===== src/rtl/serial_add_pkg.sv =====
// Shared types and default geometry for the slice-serial adder.
// Default operand width is 64 bits, processed as eight 8-bit chunks.
package serial_add_pkg;

    localparam int DEF_W = 64;
    localparam int DEF_S = 8;

    typedef enum logic [1:0] {
        IDLE = 2'd0,
        RUN  = 2'd1,
        DONE = 2'd2
    } state_t;

endpackage


===== src/rtl/serial_add_ctrl_if.sv =====
// Operand/result handshake bundle for serial_add_ctrl; master drives operands and io_out_ready.
// Build with SERIAL_ADD_OVF_EN to carry the signed-overflow flag alongside the result.
interface serial_add_ctrl_if #(
    parameter int W = serial_add_pkg::DEF_W
);
    logic         io_in_valid;
    logic         io_in_ready;
    logic [W-1:0] io_in_a;
    logic [W-1:0] io_in_b;
    logic         io_in_c;
    logic         io_out_valid;
    logic         io_out_ready;
    logic [W-1:0] io_out_sum;
    logic         io_out_c_out;
`ifdef SERIAL_ADD_OVF_EN
    logic         io_out_ovf;
`endif

    modport master (
        output io_in_valid, io_in_a, io_in_b, io_in_c, io_out_ready,
        input  io_in_ready, io_out_valid, io_out_sum, io_out_c_out
`ifdef SERIAL_ADD_OVF_EN
        , input io_out_ovf
`endif
    );

    modport slave (
        input  io_in_valid, io_in_a, io_in_b, io_in_c, io_out_ready,
        output io_in_ready, io_out_valid, io_out_sum, io_out_c_out
`ifdef SERIAL_ADD_OVF_EN
        , output io_out_ovf
`endif
    );

endinterface


===== src/rtl/cla_slice.sv =====
// Combinational S-bit carry-lookahead adder slice with group propagate/generate.
// Zero latency; no handshake.
module cla_slice #(
    parameter int S = serial_add_pkg::DEF_S
) (
    input  logic [S-1:0] a,
    input  logic [S-1:0] b,
    input  logic         c_in,
    output logic [S-1:0] sum,
    output logic         c_out,
    output logic         p_grp,
    output logic         g_grp
);

    logic [S-1:0] p;
    logic [S-1:0] g;
    logic [S:0]   carry;

    assign p = a ^ b;
    assign g = a & b;

    // Each carry is the flattened lookahead term: OR of every generate
    // propagated up to bit i, plus c_in propagated through all lower bits.
    always_comb begin : lookahead
        logic pp;
        logic acc;
        pp    = 1'b1;
        acc   = 1'b0;
        carry = '0;
        carry[0] = c_in;
        for (int i = 0; i < S; i++) begin
            pp  = 1'b1;
            acc = 1'b0;
            for (int j = i; j >= 0; j--) begin
                acc = acc | (g[j] & pp);
                pp  = pp & p[j];
            end
            carry[i+1] = acc | (pp & c_in);
        end
        g_grp = acc;
        p_grp = pp;
    end

    assign sum   = p ^ carry[S-1:0];
    assign c_out = carry[S];

endmodule


===== src/rtl/serial_add_ctrl.sv =====
// W-bit adder built from one reused S-bit slice; result valid N=W/S cycles after accept, one result per N+1 cycles back-to-back.
// Result is held until io_out_ready; a new operand set is taken in IDLE or on the handoff edge. Optional SERIAL_ADD_OVF_EN adds io_out_ovf.
module serial_add_ctrl
    import serial_add_pkg::*;
#(
    parameter int W = DEF_W,
    parameter int S = DEF_S
) (
    input  logic              clock,
    input  logic              reset,
    serial_add_ctrl_if.slave  io
);

    localparam int N  = W / S;
    localparam int IW = (N > 1) ? $clog2(N) : 1;

    state_t        state_q;
    logic [IW-1:0] idx_q;
    logic          carry_q;
    logic [W-1:0]  a_q;
    logic [W-1:0]  b_q;
    logic [W-1:0]  sum_q;
    logic          c_out_q;
    logic          valid_q;

    logic [S-1:0]  sl_a;
    logic [S-1:0]  sl_b;
    logic [S-1:0]  sl_sum;
    logic          sl_cout;
    logic          sl_p;
    logic          sl_g;
    logic          accept;
    logic          last;

    assign io.io_in_ready = (state_q == IDLE) || ((state_q == DONE) && io.io_out_ready);
    assign accept         = io.io_in_valid && io.io_in_ready;
    assign last           = (idx_q == IW'(N - 1));

    assign sl_a = a_q[int'(idx_q) * S +: S];
    assign sl_b = b_q[int'(idx_q) * S +: S];

    cla_slice #(.S(S)) u_slice (
        .a     (sl_a),
        .b     (sl_b),
        .c_in  (carry_q),
        .sum   (sl_sum),
        .c_out (sl_cout),
        .p_grp (sl_p),
        .g_grp (sl_g)
    );

`ifdef SERIAL_ADD_OVF_EN
    logic ovf_q;
    logic msb_cin;

    // Carry into bit W-1 recovered from the top slice's MSB sum bit.
    assign msb_cin       = sl_a[S-1] ^ sl_b[S-1] ^ sl_sum[S-1];
    assign io.io_out_ovf = ovf_q;
`endif

    always_ff @(posedge clock or negedge reset) begin
        if (!reset) begin
            state_q <= IDLE;
            idx_q   <= '0;
            carry_q <= 1'b0;
            a_q     <= '0;
            b_q     <= '0;
            sum_q   <= '0;
            c_out_q <= 1'b0;
            valid_q <= 1'b0;
`ifdef SERIAL_ADD_OVF_EN
            ovf_q   <= 1'b0;
`endif
        end else if (accept) begin
            // Covers both a fresh start from IDLE and the DONE handoff edge.
            state_q <= RUN;
            idx_q   <= '0;
            carry_q <= io.io_in_c;
            a_q     <= io.io_in_a;
            b_q     <= io.io_in_b;
            sum_q   <= '0;
            c_out_q <= 1'b0;
            valid_q <= 1'b0;
`ifdef SERIAL_ADD_OVF_EN
            ovf_q   <= 1'b0;
`endif
        end else begin
            case (state_q)
                RUN: begin
                    sum_q[int'(idx_q) * S +: S] <= sl_sum;
                    carry_q <= sl_cout;
                    if (last) begin
                        state_q <= DONE;
                        valid_q <= 1'b1;
                        idx_q   <= '0;
                        c_out_q <= sl_g | (sl_p & carry_q);
`ifdef SERIAL_ADD_OVF_EN
                        ovf_q   <= msb_cin ^ sl_cout;
`endif
                    end else begin
                        idx_q <= idx_q + IW'(1);
                    end
                end
                DONE: begin
                    if (io.io_out_ready) begin
                        state_q <= IDLE;
                        valid_q <= 1'b0;
                    end
                end
                IDLE: ;
                default: begin
                    state_q <= IDLE;
                    valid_q <= 1'b0;
                end
            endcase
        end
    end

    assign io.io_out_valid = valid_q;
    assign io.io_out_sum   = sum_q;
    assign io.io_out_c_out = c_out_q;

endmodule


===== src/flat_wrapper.sv =====
// flat-port wrapper written by rule: the top's interface ports become plain ports
module serial_add_ctrl_flat import serial_add_pkg::*;
#(
    parameter int W = DEF_W,
    parameter int S = DEF_S
)
  (clock, reset, io_io_in_valid, io_io_in_a, io_io_in_b, io_io_in_c, io_io_out_ready, io_io_in_ready, io_io_out_valid, io_io_out_sum, io_io_out_c_out);
  serial_add_ctrl_if #(.W(W)) io_i ();
  input  logic clock;
  input  logic reset;
  input wire logic [$bits(io_i.io_in_valid)-1:0] io_io_in_valid;
  input wire logic [$bits(io_i.io_in_a)-1:0] io_io_in_a;
  input wire logic [$bits(io_i.io_in_b)-1:0] io_io_in_b;
  input wire logic [$bits(io_i.io_in_c)-1:0] io_io_in_c;
  input wire logic [$bits(io_i.io_out_ready)-1:0] io_io_out_ready;
  output wire logic [$bits(io_i.io_in_ready)-1:0] io_io_in_ready;
  output wire logic [$bits(io_i.io_out_valid)-1:0] io_io_out_valid;
  output wire logic [$bits(io_i.io_out_sum)-1:0] io_io_out_sum;
  output wire logic [$bits(io_i.io_out_c_out)-1:0] io_io_out_c_out;
  assign io_i.io_in_valid = io_io_in_valid;
  assign io_i.io_in_a = io_io_in_a;
  assign io_i.io_in_b = io_io_in_b;
  assign io_i.io_in_c = io_io_in_c;
  assign io_i.io_out_ready = io_io_out_ready;
  assign io_io_in_ready = io_i.io_in_ready;
  assign io_io_out_valid = io_i.io_out_valid;
  assign io_io_out_sum = io_i.io_out_sum;
  assign io_io_out_c_out = io_i.io_out_c_out;
  serial_add_ctrl #(.W(W), .S(S)) u_core (.clock(clock), .reset(reset), .io(io_i));
endmodule

===== config.mk =====
export PLATFORM = sky130hd
export DESIGN_NAME = serial_add_ctrl_flat
export DESIGN_NICKNAME = d
export VERILOG_FILES = /design/src/rtl/serial_add_pkg.sv /design/src/rtl/serial_add_ctrl_if.sv /design/src/rtl/cla_slice.sv /design/src/rtl/serial_add_ctrl.sv /design/src/flat_wrapper.sv
export SDC_FILE = /design/constraint.sdc
export NUM_CORES = 1
export LEC_CHECK = 0
export CAP_MARGIN = 20
export CORE_AREA = 2 2 199 201
export CTS_CLUSTER_SIZE = 20
export DETAILED_ROUTE_END_ITERATION = 10
export DIE_AREA = 0 0 201 203
export SLEW_MARGIN = 5
export SYNTH_ARGS = -nofsm -noshare
export SYNTH_HDL_FRONTEND = slang
export SYNTH_HIERARCHICAL = 1
export SYNTH_SLANG_ARGS = --single-unit

===== constraint.sdc =====
create_clock -name clock -period 6.35 [get_ports clock]
set_input_delay 1.5875 -clock clock [delete_from_list [all_inputs] [get_ports clock]]
set_output_delay 1.5875 -clock clock [all_outputs]
set_load 0.005 [all_outputs]

==> metrics.md, run 1 <==
| Metric | Value |
|---|---|
| Slowest stage cell, crit path | clkdlybuf4s50_1 |
| Gr usage total | 0.132 |
| Register area share after synthesis | 0.523 |
| CP max stage delay | 0.51 ns |
| Final TNS setup | 0 ns |
| Post-route cell area | 12600 um^2 |
| Setup CP Type | primary input to output pin |
| H-tree levels | 4 |
| Max-Cap Viols | 0 |
| Hold_buf cts | 0 |
| Die width | 201 um |
| Nets | 1060 |
| Clk Latency, worst-skew pair | 0.45 ns |
| Global-route wire length before repair | 41200 um |
| Top FF cell, synth | dfrtp_1 |
| Fin Clk Skew | 0.0115 ns |
| Dpl cell area | 12000 um^2 |
| Filler Cell Count | 3909 |
| Static leakage | 5.24 nW |
| Mapped Area | 9520 um^2 |
| Drt via density | 4.62 |
| VDD IR max | 0.398 mV |
| Vias post-DR | 6678 |
| Gr ovfl total | 0 |
| Distinct cells, synth | 50 |
| Largest net degree at the start of global routing | 123 |
| Dpl hpwl | 18600 um |
| Min Tclk post-route | 4.33 ns |
| Number of enable flip-flop cells after synthesis | 0 |
| Hold Fails Final Rpt | 0 |
| Final setup vio count | 0 |
| Count of cells resized by post-cts repair | 0 |
| CP Cell Sequence | clkdlybuf4s50_1 > nor2b_4 > nor2_1 > clkdlybuf4s50_1 |
| Total clock sinks | 199 |
| Ys Warns | 6 |
| Critical path data required time | 4.76 ns |
| Routed Antenna Nets | 0 |
| Max Slew Vio Count | 0 |
| Inst Count DP | 1411 |
| Worst Max-Slew Pin Slew | 0.968 ns |
| Post-Place Setup Slack | 2.02 ns |
| IO Port Bufs | 199 |
| Syn-to-layout area delta | 32.1% |
| Slew headroom | 0.353 |
| Row Count | 72 |
| Clk slew on worst S/H paths | 0.08 ns |
| Post-synthesis sequential element count | 199 |
| FMAX | 0.231 GHz |
| CP startpoint kind | primary input |
| Crit-path most repeated cell | clkdlybuf4s50_1 |
| Power Total | 7.06 mW |
| Mapped Cells | 740 |
| Layout Cells excl Fill | 1445 |
| Share of cells above drive strength 1 | 0.237 |
| Syn nets | 887 |
| CORE AREA | 38500 um^2 |
| CP arrival | 2.74 ns |
| Die Height | 203 um |
| Gp weighted congestion | 0.779 |
| Max FO, Critical Path | 2 |
| CTS buffer count | 17 |
| Unrepaired setup endpoints after global routing | no |
| Share of flip-flops with an asynchronous set or reset | 1.00 |
| Status | complete, no violations |
| Clock Tree Buf Depth | 2 |
| Initial antenna violation count | 6 |
| Vias in the first global route | 6667 |
| TritonCTS clock tree | done |
| Syn avg cell area | 12.9 um^2 |
| I/O pins | 200 |
| Wirelength, routed | 26800 um |
| Pwr Density | 561 nW/um^2 |
| TritonRoute pass-1 iters | 5 |
| Setup slack after layout | 2.02 ns |
| Setup bufs post-CTS | 0 |
| Root Buffer | clkbuf_16 |
| Iteration-0 DRC Markers | 444 |
| WL/cell | 18.5 um |
| Die area | 40800 um^2 |
| Final period utilization | 0.681 |
| Crit. End Element | output pin |
| Hold WC Path Type | register to register |
| Starting Density | 0.248 |
| Drc violations | 0 |
-- state kept, by name, indices dropped and copies added (netlist names) --
register and flops:
u_core/a_q 64, u_core/carry_q 1, u_core/io.io_out_c_out 1, u_core/idx_q 3
u_core/state_q 2, u_core/b_q 64, u_core/io.io_out_sum 64
-- cell usage in the layout, fill, tap and decap left out, types with 2 or more instances in the layout --
| master | instances |
|---|---|
| clkdlybuf4s50_1 | 198 |
| mux4_1 | 7 |
| or4b_1 | 2 |
| nor3_1 | 4 |
| nor2_1 | 9 |
| a21oi_1 | 16 |
| xnor2_1 | 3 |
| mux4_2 | 25 |
| and2_1 | 4 |
| inv_6 | 7 |
| nand2_1 | 63 |
| o221ai_1 | 8 |
| o32ai_1 | 2 |
| mux2_2 | 128 |
| nand4_2 | 3 |
| nand3_1 | 16 |
| inv_8 | 2 |
| dfrtp_2 | 2 |
| dfrtp_1 | 197 |
| buf_12 | 2 |
| clkbuf_16 | 17 |
| nand2b_1 | 4 |
| nor4b_2 | 2 |
| xor2_1 | 3 |
| nand4_1 | 8 |
| mux2i_1 | 32 |
| buf_4 | 8 |
| ha_1 | 13 |
| or2_2 | 8 |
| nor2b_1 | 4 |
| or3_1 | 2 |
| inv_1 | 17 |
| o21ai_0 | 82 |
| clkinv_8 | 4 |
-- cell type report --
class	count	area (um^2)	area share
sequential	199	4980	0.396
multi-input combinational	467	4160	0.331
timing repair buffer	210	2120	0.169
tap	518	648	0.0515
clock buffer	17	425	0.0338
clock inverter	15	174	0.0138
inverter	18	67.6	0.00537
antenna	1	2.50	0.000199
-- where the power goes --
| group | switching (mW) | internal (mW) |
|---|---|---|
| sequential | 0.325 | 1.82 |
| clock | 0.582 | 0.536 |
| combinational | 2.13 | 1.67 |
| total | 3.03 | 4.02 |
-- path summary, 6_finish.rpt --
kind / cells past startpoint / endpoint / slack [ns] / startpoint
min in group asynchronous: 1 / u_core/io.io_out_sum[50]$_DFFE_PN0P_ / 1.07 / reset
max in group asynchronous: 3 / u_core/b_q[23]$_DFFE_PN0N_ / 3.85 / reset
setup / recovery: 4 / io_io_in_ready / 2.02 / io_io_out_ready
hold reg to reg: 1 / u_core/b_q[13]$_DFFE_PN0N_ / 0.50 / u_core/b_q[13]$_DFFE_PN0N_
setup reg to reg: 13 / u_core/io.io_out_sum[30]$_DFFE_PN0P_ / 2.14 / u_core/idx_q[1]$_DFFE_PN0P_
hold / removal: 1 / u_core/b_q[13]$_DFFE_PN0N_ / 0.50 / u_core/b_q[13]$_DFFE_PN0N_
-- cell usage after synthesis (2+ instances only) --
cell | n | share of area
mux4_2 | 25 | 0.059
nor3_1 | 4 | 0.0021
buf_1 | 3 | 0.0012
inv_1 | 17 | 0.0067
and2_1 | 4 | 0.0026
o221ai_1 | 8 | 0.0074
ha_1 | 13 | 0.017
buf_2 | 22 | 0.012
nor4b_2 | 2 | 0.0032
o32ai_1 | 2 | 0.0018
xor2_1 | 3 | 0.0028
nand2_1 | 63 | 0.025
mux2_2 | 128 | 0.15
nand4_2 | 3 | 0.0039
o21ai_0 | 82 | 0.043
mux4_1 | 7 | 0.019
dfrtp_1 | 199 | 0.52
nand3_1 | 16 | 0.0084
buf_6 | 11 | 0.013
mux2i_1 | 32 | 0.034
nand2b_1 | 4 | 0.0026
or2_2 | 8 | 0.0053
or3_1 | 2 | 0.0013
nand4_1 | 8 | 0.0053
nor2b_1 | 5 | 0.0033
nor2_1 | 9 | 0.0035
clkbuf_1 | 19 | 0.0075
or4b_1 | 2 | 0.0021
a21oi_1 | 16 | 0.0084
xnor2_1 | 3 | 0.0028
-- metrics by stage --
stage / hold WS [ns] / utilization
floorplan: 0.472 / -
detailed placement: 0.490 / 0.311
finish: 0.504 / 0.327
CTS: 0.509 / 0.326
global route: 0.512 / 0.327
global placement: 0.481 / 0.311
-- worst max-delay path: cells and delay by family --
family,cells,cell delay (ns)
buf+inv,2,1.01
simple gates,2,0.14
-- cells by family (layout without fill, tap and decap cells) --
| group | Yosys count | count (layout) | share of synthesized area |
|---|---|---|---|
| flip-flops | 199 | 199 | 0.523 |
| multiplexers | 192 | 192 | 0.263 |
| adder cells (fa/ha/maj) | 14 | 14 | 0.0192 |
| other | 0 | 1 | 0 |
| AND/OR/NAND/NOR | 135 | 135 | 0.0738 |
| XOR/XNOR | 6 | 6 | 0.00552 |
| AO/OA/AOI/OAI | 120 | 120 | 0.0741 |
| buffers and inverters | 74 | 260 | 0.0411 |
-- layer usage --
layer,vias up,GRT usage,part of all wire,routed length [um]
li1,3036,-,-,-
met1,3391,0.183,0.46,12300
met2,217,0.197,0.45,12000
met3,26,0.0480,0.084,2250
met4,8,0.0294,0.0084,225
met5,-,0,0.0014,38
Power figures use the tool's default switching activity.
==> run 2, diff against run 1 <==
- clock period: 6.35 -> 4.35 ns (I/O delays scaled with it)
==> run 2 against run 1 <==
Compared with the run above: die area did not move; worst setup slack worse by 1.6 ns; total power increased by 48%; register-to-register slack worse by 1.7 ns; non-clock buffer count is 7 higher; clock-buffer cell count increased by 3; highest routed layer unchanged.
==> metrics.md, run 2 (synthesized netlist as in run 1, its figures left out) <==
| Metric | Value |
|---|---|
| Status | complete, no violations |
| Drc violations | 0 (unchanged) |
| Largest net degree at the start of global routing | 96 (-22%) |
| Gr usage total | 0.134 (+0.00190) |
| Crit Reg-Reg Startpoint | u_core/idx_q[1]$_DFFE_PN0P_ |
| Routed Antenna Nets | 0 (unchanged) |
| Dpl hpwl | 20000 um (+7.1%) |
| Max-Cap Viols | 0 (unchanged) |
| Reg-to-reg slack, setup | 0.42 ns (-1.72 ns) |
| Iteration-0 DRC Markers | 543 (+22%) |
| Setup CP Type | register to register |
| Hold Fails Final Rpt | 0 (unchanged) |
| Nets | 1067 (+0.66%) |
| Syn-to-layout area delta | 32.4% |
| TritonRoute pass-1 iters | 5 (unchanged) |
| Power Total | 10.4 mW (+48%) |
| Critical path data required time | 4.71 ns (-0.05 ns) |
| Hold_buf cts | 0 (unchanged) |
| Setup slack after layout | 0.417 ns (-1.61 ns) |
| Unrepaired setup endpoints after global routing | no |
| Filler Cell Count | 3889 (-0.51%) |
| Static leakage | 5.26 nW (+0.29%) |
| CP max stage delay | 0.68 ns (+0.17 ns) |
| Share of cells above drive strength 1 | 0.240 (+0.00358) |
| Hold WC Path Type | register to register |
| Most frequent cells in the layout | clkdlybuf4s50_1, dfrtp_1, mux2_2 |
| Initial antenna violation count | 2 (-4) |
| Post-Place Setup Slack | 0.386 ns (-1.63 ns) |
| Pwr Density | 828 nW/um^2 (+48%) |
| Vias post-DR | 6685 (+0.10%) |
| VDD IR max | 0.644 mV (+62%) |
| Count of cells resized by post-cts repair | 0 (unchanged) |
| Worst Path Buf+Inv | 2 (unchanged) |
| Min Tclk post-route | 3.93 ns |
| WL/cell | 18.7 um (+1.1%) |
| H-tree levels | 4 (unchanged) |
| Setup bufs post-CTS | 0 (unchanged) |
| Slowest stage cell, crit path | dfrtp_2 |
| IO Port Bufs | 199 (unchanged) |
| FMAX | 0.254 GHz |
| Clock Tree Buf Depth | 2 (unchanged) |
| Worst Hold Path Cells | 1 (unchanged) |
| Worst Max-Slew Pin Slew | 0.906 ns (-0.0622 ns) |
| Fin Clk Skew | 0.0109 ns (-0.000624 ns) |
| Clk slew on worst S/H paths | 0.08 ns (about the same) |
| TritonCTS clock tree | done |
| Max Slew Vio Count | 0 (unchanged) |
| I/O pins | 200 (unchanged) |
| Root Buffer | clkbuf_16 |
| Starting Density | 0.248 (unchanged) |
| Wirelength, routed | 27200 um (+1.6%) |
| Die width | 201 um (unchanged) |
| WP depth | 13 (+9) |
| CTS buffer count | 17 (unchanged) |
| Clk Latency, worst-skew pair | 0.44 ns (about the same) |
| CP Cell Sequence | buf_4 > mux4_2 > nand2_1 > nand2_1 > ha_1 > and2_1 > a22o_4 > o211ai_4 > a31oi_1 > xor2_1 > inv_1 > or2_2 > o21ai_0 |
| Final period utilization | 0.904 |
| Total clock sinks | 199 (unchanged) |
| Vias in the first global route | 6812 (+2.2%) |
| Slew headroom | 0.395 (+0.0417) |
| Die Height | 203 um (unchanged) |
| Worst r2r dst | u_core/io.io_out_sum[30]$_DFFE_PN0P_ |
| CP startpoint kind | register |
| CP arrival | 4.29 ns (+1.55 ns) |
| Gp weighted congestion | 0.790 (+1.4%) |
| Drt via density | 4.60 (-0.38%) |
| CORE AREA | 38500 um^2 (unchanged) |
| Delay-heaviest family, CP | compound AO/OA/AOI/OAI gates |
| Gr ovfl total | 0 (unchanged) |
| Most common cell after layout, fill and taps aside | clkdlybuf4s50_1 |
| Crit-path most repeated cell | nand2_1 |
| Max FO, Critical Path | 17 (+15) |
| Critical Path End | u_core/io.io_out_sum[30]$_DFFE_PN0P_ |
| Crit. End Element | register |
| R2R depth | 13 (unchanged) |
| Die area | 40800 um^2 (unchanged) |
| Global-route wire length before repair | 41900 um (+1.6%) |
| Final TNS setup | 0 ns (unchanged) |
| CP startpoint | u_core/idx_q[1]$_DFFE_PN0P_ |
| Final setup vio count | 0 (unchanged) |
| Row Count | 72 (unchanged) |
[run 2: changes by cell type in the layout (fill, tap and decap cells not counted)]
cell        change
clkbuf_1        +2
inv_12          -1
clkinvlp_4      +3
buf_16          -1
bufinv_16       +2
clkinv_4        +2
inv_6           -5
inv_8           -1
buf_4           +8
clkinv_8        -4
clkinv_2        +1
clkbuf_8        +1
[run 2: worst min path at each step]
stage | end | slack (ns) | from
6_report | u_core/b_q[37]$_DFFE_PN0N_ | 0.50 | u_core/b_q[37]$_DFFE_PN0N_
5_1_grt | u_core/a_q[38]$_DFFE_PN0N_ | 0.52 | u_core/a_q[38]$_DFFE_PN0N_
4_1_cts | u_core/b_q[62]$_DFFE_PN0N_ | 0.51 | u_core/b_q[62]$_DFFE_PN0N_
3_5_place_dp | u_core/b_q[62]$_DFFE_PN0N_ | 0.49 | u_core/b_q[62]$_DFFE_PN0N_
3_3_place_gp | u_core/b_q[25]$_DFFE_PN0N_ | 0.48 | u_core/b_q[25]$_DFFE_PN0N_
2_1_floorplan | u_core/b_q[25]$_DFFE_PN0N_ | 0.47 | u_core/b_q[25]$_DFFE_PN0N_
[run 2: final cells by class]
| cell class | instances | area (um^2) | area share |
|---|---|---|---|
| antenna | 1 | 2.50 | 0.000199 |
| clock buffer | 20 | 447 | 0.0354 |
| clock inverter | 12 | 143 | 0.0113 |
| inverter | 18 | 67.6 | 0.00536 |
| multi-input combinational | 467 | 4160 | 0.330 |
| sequential | 199 | 4980 | 0.395 |
| tap | 518 | 648 | 0.0514 |
| timing repair buffer | 217 | 2160 | 0.171 |
[run 2: power breakdown]
part / switching [mW] / internal [mW] / leakage [nW]
registers: 0.529 / 2.65 / 2.46
clock network: 0.744 / 0.873 / 0.279
logic: 3.09 / 2.55 / 2.52
[run 2: metrics by stage]
step	instances	cell area, um^2	hold slack, ns	utilization
5_1_grt	1451	12600	0.523	0.328
6_report	1452	12600	0.505	0.328
4_1_cts	1451	12600	0.508	0.328
2_1_floorplan	740	9520	0.472	-
3_3_place_gp	1419	12000	0.484	0.312
3_5_place_dp	1419	12000	0.491	0.312
[run 2: metal layers]
metal  share of wire  track usage  vias to the layer above
li1                -            -                     3053
met1            0.48        0.196                     3398
met2            0.45        0.197                      215
met3           0.064       0.0356                       15
met4          0.0075       0.0296                        4
met5         0.00085            0                        -
